===== src/rtl/count_down_timer_if.sv =====
// Load channel for count_down_timer: period value offered through a valid/ready handshake.
interface count_down_timer_if #(
    parameter int unsigned WIDTH = 4
);
    logic             load_valid;
    logic             load_ready;
    logic [WIDTH-1:0] load_val;

    // Requester side: offers a period and waits for acceptance.
    modport master (
        output load_valid,
        output load_val,
        input  load_ready
    );

    // Timer side: accepts a period when idle.
    modport slave (
        input  load_valid,
        input  load_val,
        output load_ready
    );
endinterface


===== src/rtl/count_down_timer.sv =====
// Loadable down-counter: counts a loaded period down to zero on enabled cycles,
// pulses done at terminal count, then stops or auto-reloads.
module count_down_timer #(
    parameter int unsigned WIDTH = 4
) (
    input  logic                clk,
    input  logic                rst,
    count_down_timer_if.slave   load_if,
    input  logic                en,
    input  logic                reload,
    input  logic                stop,
    output logic [WIDTH-1:0]    val,
    output logic                busy,
    output logic                done
);

    typedef enum logic {
        IDLE = 1'b0,
        RUN  = 1'b1
    } state_t;

    state_t           state;
    logic [WIDTH-1:0] period;
    logic             ready;
    logic             accept_c;

    assign load_if.load_ready = ready;
    assign accept_c           = load_if.load_valid && ready;

    // Control FSM with registered count, period and status outputs.
    always_ff @(posedge clk or negedge rst) begin
        if (!rst) begin
            state  <= IDLE;
            val    <= '0;
            period <= '0;
            done   <= 1'b0;
            busy   <= 1'b0;
            ready  <= 1'b0;
        end else begin
            done <= 1'b0;
            case (state)
                IDLE: begin
                    busy  <= 1'b0;
                    ready <= 1'b1;
                    // A load wins over stop; a zero period expires immediately.
                    if (accept_c) begin
                        period <= WIDTH'(load_if.load_val);
                        val    <= WIDTH'(load_if.load_val);
                        if (load_if.load_val != '0) begin
                            state <= RUN;
                            busy  <= 1'b1;
                            ready <= 1'b0;
                        end else begin
                            done <= 1'b1;
                        end
                    end
                end
                RUN: begin
                    if (stop) begin
                        // Abort keeps the current count and suppresses any terminal pulse.
                        state <= IDLE;
                        busy  <= 1'b0;
                        ready <= 1'b1;
                    end else if (en) begin
                        if (val > WIDTH'(1)) begin
                            val <= val - WIDTH'(1);
                        end else begin
                            // Terminal edge: the 1->0 step never underflows.
                            done <= 1'b1;
                            if (reload) begin
                                val <= period;
                            end else begin
                                val   <= '0;
                                state <= IDLE;
                                busy  <= 1'b0;
                                ready <= 1'b1;
                            end
                        end
                    end
                end
                default: begin
                    state <= IDLE;
                    busy  <= 1'b0;
                    ready <= 1'b1;
                end
            endcase
        end
    end

endmodule


===== src/flat_wrapper.sv =====
// flat-port wrapper written by rule: the top's interface ports become plain ports
module count_down_timer_flat 
#(
    parameter int unsigned WIDTH = 4
)
  (clk, rst, en, reload, stop, val, busy, done, load_if_load_valid, load_if_load_val, load_if_load_ready);
  count_down_timer_if #(.WIDTH(WIDTH)) load_if_i ();
  input  logic clk;
  input  logic rst;
  input  logic en;
  input  logic reload;
  input  logic stop;
  output logic [WIDTH-1:0] val;
  output logic busy;
  output logic done;
  input wire logic [$bits(load_if_i.load_valid)-1:0] load_if_load_valid;
  input wire logic [$bits(load_if_i.load_val)-1:0] load_if_load_val;
  output wire logic [$bits(load_if_i.load_ready)-1:0] load_if_load_ready;
  assign load_if_i.load_valid = load_if_load_valid;
  assign load_if_i.load_val = load_if_load_val;
  assign load_if_load_ready = load_if_i.load_ready;
  count_down_timer #(.WIDTH(WIDTH)) u_core (.clk(clk), .rst(rst), .load_if(load_if_i), .en(en), .reload(reload), .stop(stop), .val(val), .busy(busy), .done(done));
endmodule

===== config.mk =====
export PLATFORM = sky130hd
export DESIGN_NAME = count_down_timer_flat
export DESIGN_NICKNAME = d
export VERILOG_FILES = /design/src/rtl/count_down_timer_if.sv /design/src/rtl/count_down_timer.sv /design/src/flat_wrapper.sv
export SDC_FILE = /design/constraint.sdc
export NUM_CORES = 1
export LEC_CHECK = 0
export BUFFER_PORTS_ARGS = -buffer_cell sky130_fd_sc_hd__buf_4
export CAP_MARGIN = 20
export CORE_MARGIN = 1.5
export CORE_UTILIZATION = 29
export DETAILED_ROUTE_END_ITERATION = 6
export PLACE_DENSITY = 0.45
export SYNTH_ARGS = -nofsm -noshare
export SYNTH_HDL_FRONTEND = slang
export SYNTH_SLANG_ARGS = --single-unit
export TNS_END_PERCENT = 20

===== constraint.sdc =====
create_clock -name clk -period 2.2 [get_ports clk]
set_input_delay 0.44 -clock clk [delete_from_list [all_inputs] [get_ports clk]]
set_output_delay 0.44 -clock clk [all_outputs]
set_load 0.01 [all_outputs]

======== Word level (Yosys, flattened, before mapping) ========
Index checks and enable logic that the tools add are counted.
word-level totals
  register bits ........................... 12
  bits of input ports ..................... 10
  output and inout port bits .............. 7
  logic and storage cells ................. 50
cells by class
  add/sub/neg operators ................... 1
  order comparisons ....................... 1
  equal/unequal tests ..................... 6
  mux-type cells .......................... 30
  bitwise gates (word level) .............. 1
  reduce and logical (&&, ||, !) cells .... 5
operator list
  cell                                                            count
  2-to-1 mux 1 bit                                                20
  2-to-1 mux 4 bit                                                5
  != test 3 bit (second input constant)                           3
  one-hot mux 1 bit (2 select lines)                              4
  one-hot mux 4 bit (2 select lines)                              1
  AND reduction 3 bit                                             2
  greater-than comparator 4 x 1 -> 1 bit (second input constant)  1
  != test 2 bit (second input constant)                           2
  nonzero test 4 bit                                              1
  subtractor 4 x 1 -> 4 bit (second input constant)               1
  != test 2 x 1 -> 1 bit (second input constant)                  1
  AND reduction 2 bit                                             1
  logical AND 1 bit                                               1
  inverter 1 bit                                                  1

======== Depth between registers and ports, before layout ========
  word-level depth ........................ 5
  mapped depth ............................ 6
  depth with buffers taken out ............ 6

======== Least setup slack after synthesis ========
OpenSTA, ideal clock, no wires.
  path type ............................... reg2reg
  start point ............................. register u_core.val[0]
  end point ............................... register u_core.state
  data arrival time ....................... 1447 ps
  setup slack ............................. 625 ps
  stages on the path, launching flop included .. 7
  path buffers ............................ 0
  period minus slack after synthesis ...... 1575 ps
  cells stage by stage .................... dfrtp_1 inv_1 ha_1 nor2_1 nor3_2 a311oi_1 or2_2
between the ends
  longest elaborated chain between the ends .. 5
RTL lines
  what                                    RTL line                text
  from (decl)                             count_down_timer.sv:12  output logic [WIDTH-1:0] val,
  from (signal assigned)                  count_down_timer.sv:48  val <= WIDTH'(load_if.load_val);
  from (signal assigned)                  count_down_timer.sv:66  val <= val - WIDTH'(1);
  from (signal assigned)                  count_down_timer.sv:71  val <= period;
  greater-than comparator 4 x 1 -> 1 bit  count_down_timer.sv:65  if (val > WIDTH'(1)) begin
  2-to-1 mux 1 bit                        count_down_timer.sv:65
  2-to-1 mux 1 bit                        count_down_timer.sv:64  end else if (en) begin
  2-to-1 mux 1 bit                        count_down_timer.sv:59  if (stop) begin
  one-hot mux 1 bit (2 select lines)      count_down_timer.sv:41  case (state)
  to (signal assigned)                    count_down_timer.sv:50  state <= RUN;
  to (signal assigned)                    count_down_timer.sv:61  state <= IDLE;
  to (signal assigned)                    count_down_timer.sv:74  state <= IDLE;
  to (decl)                               count_down_timer.sv:22  state_t state;
Every way passes these cells.
A chain may end at the register's enable or synchronous reset.

======== Final worst setup path ========
Same ends and word-level chain as after synthesis.

==> metrics.md <==
| Metric | Value |
|---|---|
| Outcome | complete, no violations |
| Crit end category | flip-flop |
| Ant. Diodes | 0 |
| Pre-CTS setup slack | 0.474 ns |
| Worst slew pin tran | 0.425 ns |
| Share of layout cells above drive strength 1 | 0.276 |
| Reg clk slew, reported paths | 0.07 ns |
| Worst EP arrival | 1.92 ns |
| RSZ-0062 raised after global routing | false |
| CP required | 2.36 ns |
| Setup Skew | 0.00332 ns |
| Syn_nets | 81 |
| Worst-case clock buffer depth | 2 |
| Dpl hpwl | 1130 um |
| Slew headroom | 0.715 |
| Synth Instances | 69 |
| Fin. Hold Viols | 0 |
| Dominant cell type by area after synthesis | dfrtp_1 |
| Period utilization | 0.798 |
| Final wirelength | 1450 um |
| Leakage | 0.417 nW |
| Yosys reg bits | 12 |
| Wire length of the first global-routing pass | 2490 um |
| Final ANT Viol Nets | 0 |
| Sequential cell area fraction in the yosys report | 0.469 |
| EDFF count, synth | 0 |
| Avg Inst Size Synth | 9.28 um^2 |
| Synth async-reset ratio | 1.00 |
| Via count | 548 |
| Sw Ratio | 0.409 |
| Max_cap viols | 0 |
| Area growth syn-to-layout | 26.8% |
| Synth top area share | 0.469 |
| Number of core rows | 16 |
| R2r startpoint | u_core.val[0] |
| DR vias/cell | 4.81 |
| DRC viols | 0 |
| Pins over their slew limit | 0 |
| CTS buffer count | 3 |
| Reg2Reg Setup Slack | 0.45 ns |
| CP Class | reg2reg |
| Boundary Pins | 17 |
| I/O Buffers | 16 |
| DRT iter0 DRCs | 6 |
| Unique masters post-synth | 25 |
| CP startpoint kind | flip-flop |
| Int Pwr | 615 uW |
| Initial antenna violation count | 0 |
| Minimum clock period | 1.75 ns |
| Hold WC Path Type | in2reg |
| Worst VDD drop | 0.578 mV |
| Hold slack | 0.375 ns |
| Crit path to | u_core.state |
| Logic gate share of total power | 0.472 |
| Reg power frac | 0.397 |
| CP startpoint | u_core.val[0] |
| Area of the core | 2020 um^2 |
| CTS tree | done |
| Switch Pwr | 426 uW |
| Die Wd | 50 um |
| Worst r2r dst | u_core.state |
| Wire per inst | 12.7 um |
| H-Tree Depth | 1 |
| Cells on Worst Hold Path | 3 |
| Final WS setup | 0.445 ns |
| CTS Root Cell | clkbuf_4 |
| Fmax | 570 MHz |
| Primary FF master, synth | dfrtp_1 |
| Final Wtd Congestion | 0.681 |
| Die ar. | 2500 um^2 |
| Crit path max fanout | 7 |
| Total power | 1.04 mW |
| 1st-pass router iterations | 2 |
| Clk sinks | 12 |
| Top cells by area in the synthesized netlist | dfrtp_1 (47%), nand2_1 (9.4%), a311oi_1 (5.5%), ha_1 (3.9%), inv_1 (3.5%) |
| Setup Buffers After CTS | 0 |
| Clock power share | 0.131 |
| # setup viols final | 0 |
| Synth cell count leaders | nand2_1 (16), dfrtp_1 (12), inv_1 (6), a311oi_1 (4), o21ai_0 (4) |
| GR Overflow Total | 0 |
| Global-route usage over all layers | 0.137 |
| Yosys warns | 0 |
| Final Net Count | 101 |
| Synthesized cell area | 641 um^2 |
| Initial Utilization | 0.317 |
| Power per cell area | 1280 nW/um^2 |
| Vias in the first global route | 533 |
| Worst-case reg-to-reg path depth | 6 |
| Clk Latency, worst-skew pair | 0.28 ns |
| Most used standard cell by instance count after synthesis | nand2_1 |
| Pin count of the biggest net entering global routing | 13 |
| Post-route setup TNS | 0 ns |
| Die Y | 50 um |
==> cells in the final DEF, fill, tap and decap left out, types with 3 or more instances in the layout <==
| cell type | n |
|---|---|
| clkbuf_4 | 3 |
| a21oi_1 | 3 |
| inv_1 | 6 |
| dfrtp_1 | 12 |
| nand2_1 | 16 |
| o21ai_0 | 4 |
| buf_4 | 16 |
| nor2_1 | 3 |
| a311oi_1 | 4 |
==> state kept, by name (all words and copies together) (netlist names) <==
register / flops
u_core.period: 4
u_core.val: 4
u_core.busy: 1
u_core.state: 1
u_core.done: 1
u_core.load_if.load_ready: 1
==> worst max-delay path: stages (launching register included) <==
cell      delay (ns)
dfrtp_1         0.43
inv_1           0.08
ha_1            0.20
nor2_1          0.08
nor3_2          0.34
a311oi_1        0.20
or2_2           0.31
==> cell families (layout without fill, tap and decap cells) <==
| kind of cell | after synthesis | after routing | share of synthesized area |
|---|---|---|---|
| adder cells (fa/ha/maj) | 2 | 2 | 0.0391 |
| buffers and inverters | 8 | 26 | 0.0586 |
| multiplexers | 2 | 2 | 0.0332 |
| flip-flops | 12 | 12 | 0.469 |
| AND/OR/NAND/NOR | 28 | 28 | 0.213 |
| AO/OA/AOI/OAI | 17 | 17 | 0.187 |
==> metrics by stage <==
step                      cells  instance area, um^2  utilization
final                       114                  812        0.402
after global routing        114                  812        0.402
after CTS                   114                  812        0.402
after detailed placement    110                  779        0.386
after global placement      110                  779        0.386
after floorplan              69                  641            -
==> repair_timing <==
action / CTS / global route
endpoints found under the hold margin: 12 / 0
gates resized for setup: 0 / 0
hold buffers: 1 / 0
==> layer usage <==
metal / wire length, um / track usage / share of wire / vias to the layer above
met2: 627 / 0.195 / 0.43 / 15
met1: 713 / 0.188 / 0.49 / 249
met5: 0 / 0 / 0 / -
met3: 59 / 0.0182 / 0.041 / 5
li1: - / - / - / 279
met4: 44 / 0.0972 / 0.030 / 0
==> area by class of cell <==
| class | instances | area [um^2] |
|---|---|---|
| Sequential cell | 12 | 300 |
| Timing Repair Buffer | 17 | 130 |
| Clock buffer | 3 | 22.5 |
| Inverter | 6 | 22.5 |
| Multi-Input combinational cell | 49 | 303 |
| Fill cell | 221 | 1210 |
| Tap cell | 27 | 33.8 |
==> power groups by stage <==
stage,Sequential [mW],Clock (mW),Combinational (mW)
2_1_floorplan,0.421,0,0.317
3_3_place_gp,0.421,0,0.498
3_5_place_dp,0.419,0,0.496
4_1_cts,0.415,0.142,0.500
5_1_grt,0.431,0.153,0.568
6_report,0.413,0.137,0.491
==> how the worst min path moves through the flow <==
stage,start,endpoint,slack [ns]
3_3_place_gp,rst,u_core.period[2],0.29
3_5_place_dp,rst,u_core.done,0.29
2_1_floorplan,rst,u_core.busy,0.14
5_1_grt,load_if_load_val[1],u_core.period[1],0.38
4_1_cts,load_if_load_val[1],u_core.period[1],0.37
6_report,load_if_load_val[2],u_core.period[2],0.38
(Power assumes the default switching activity.)
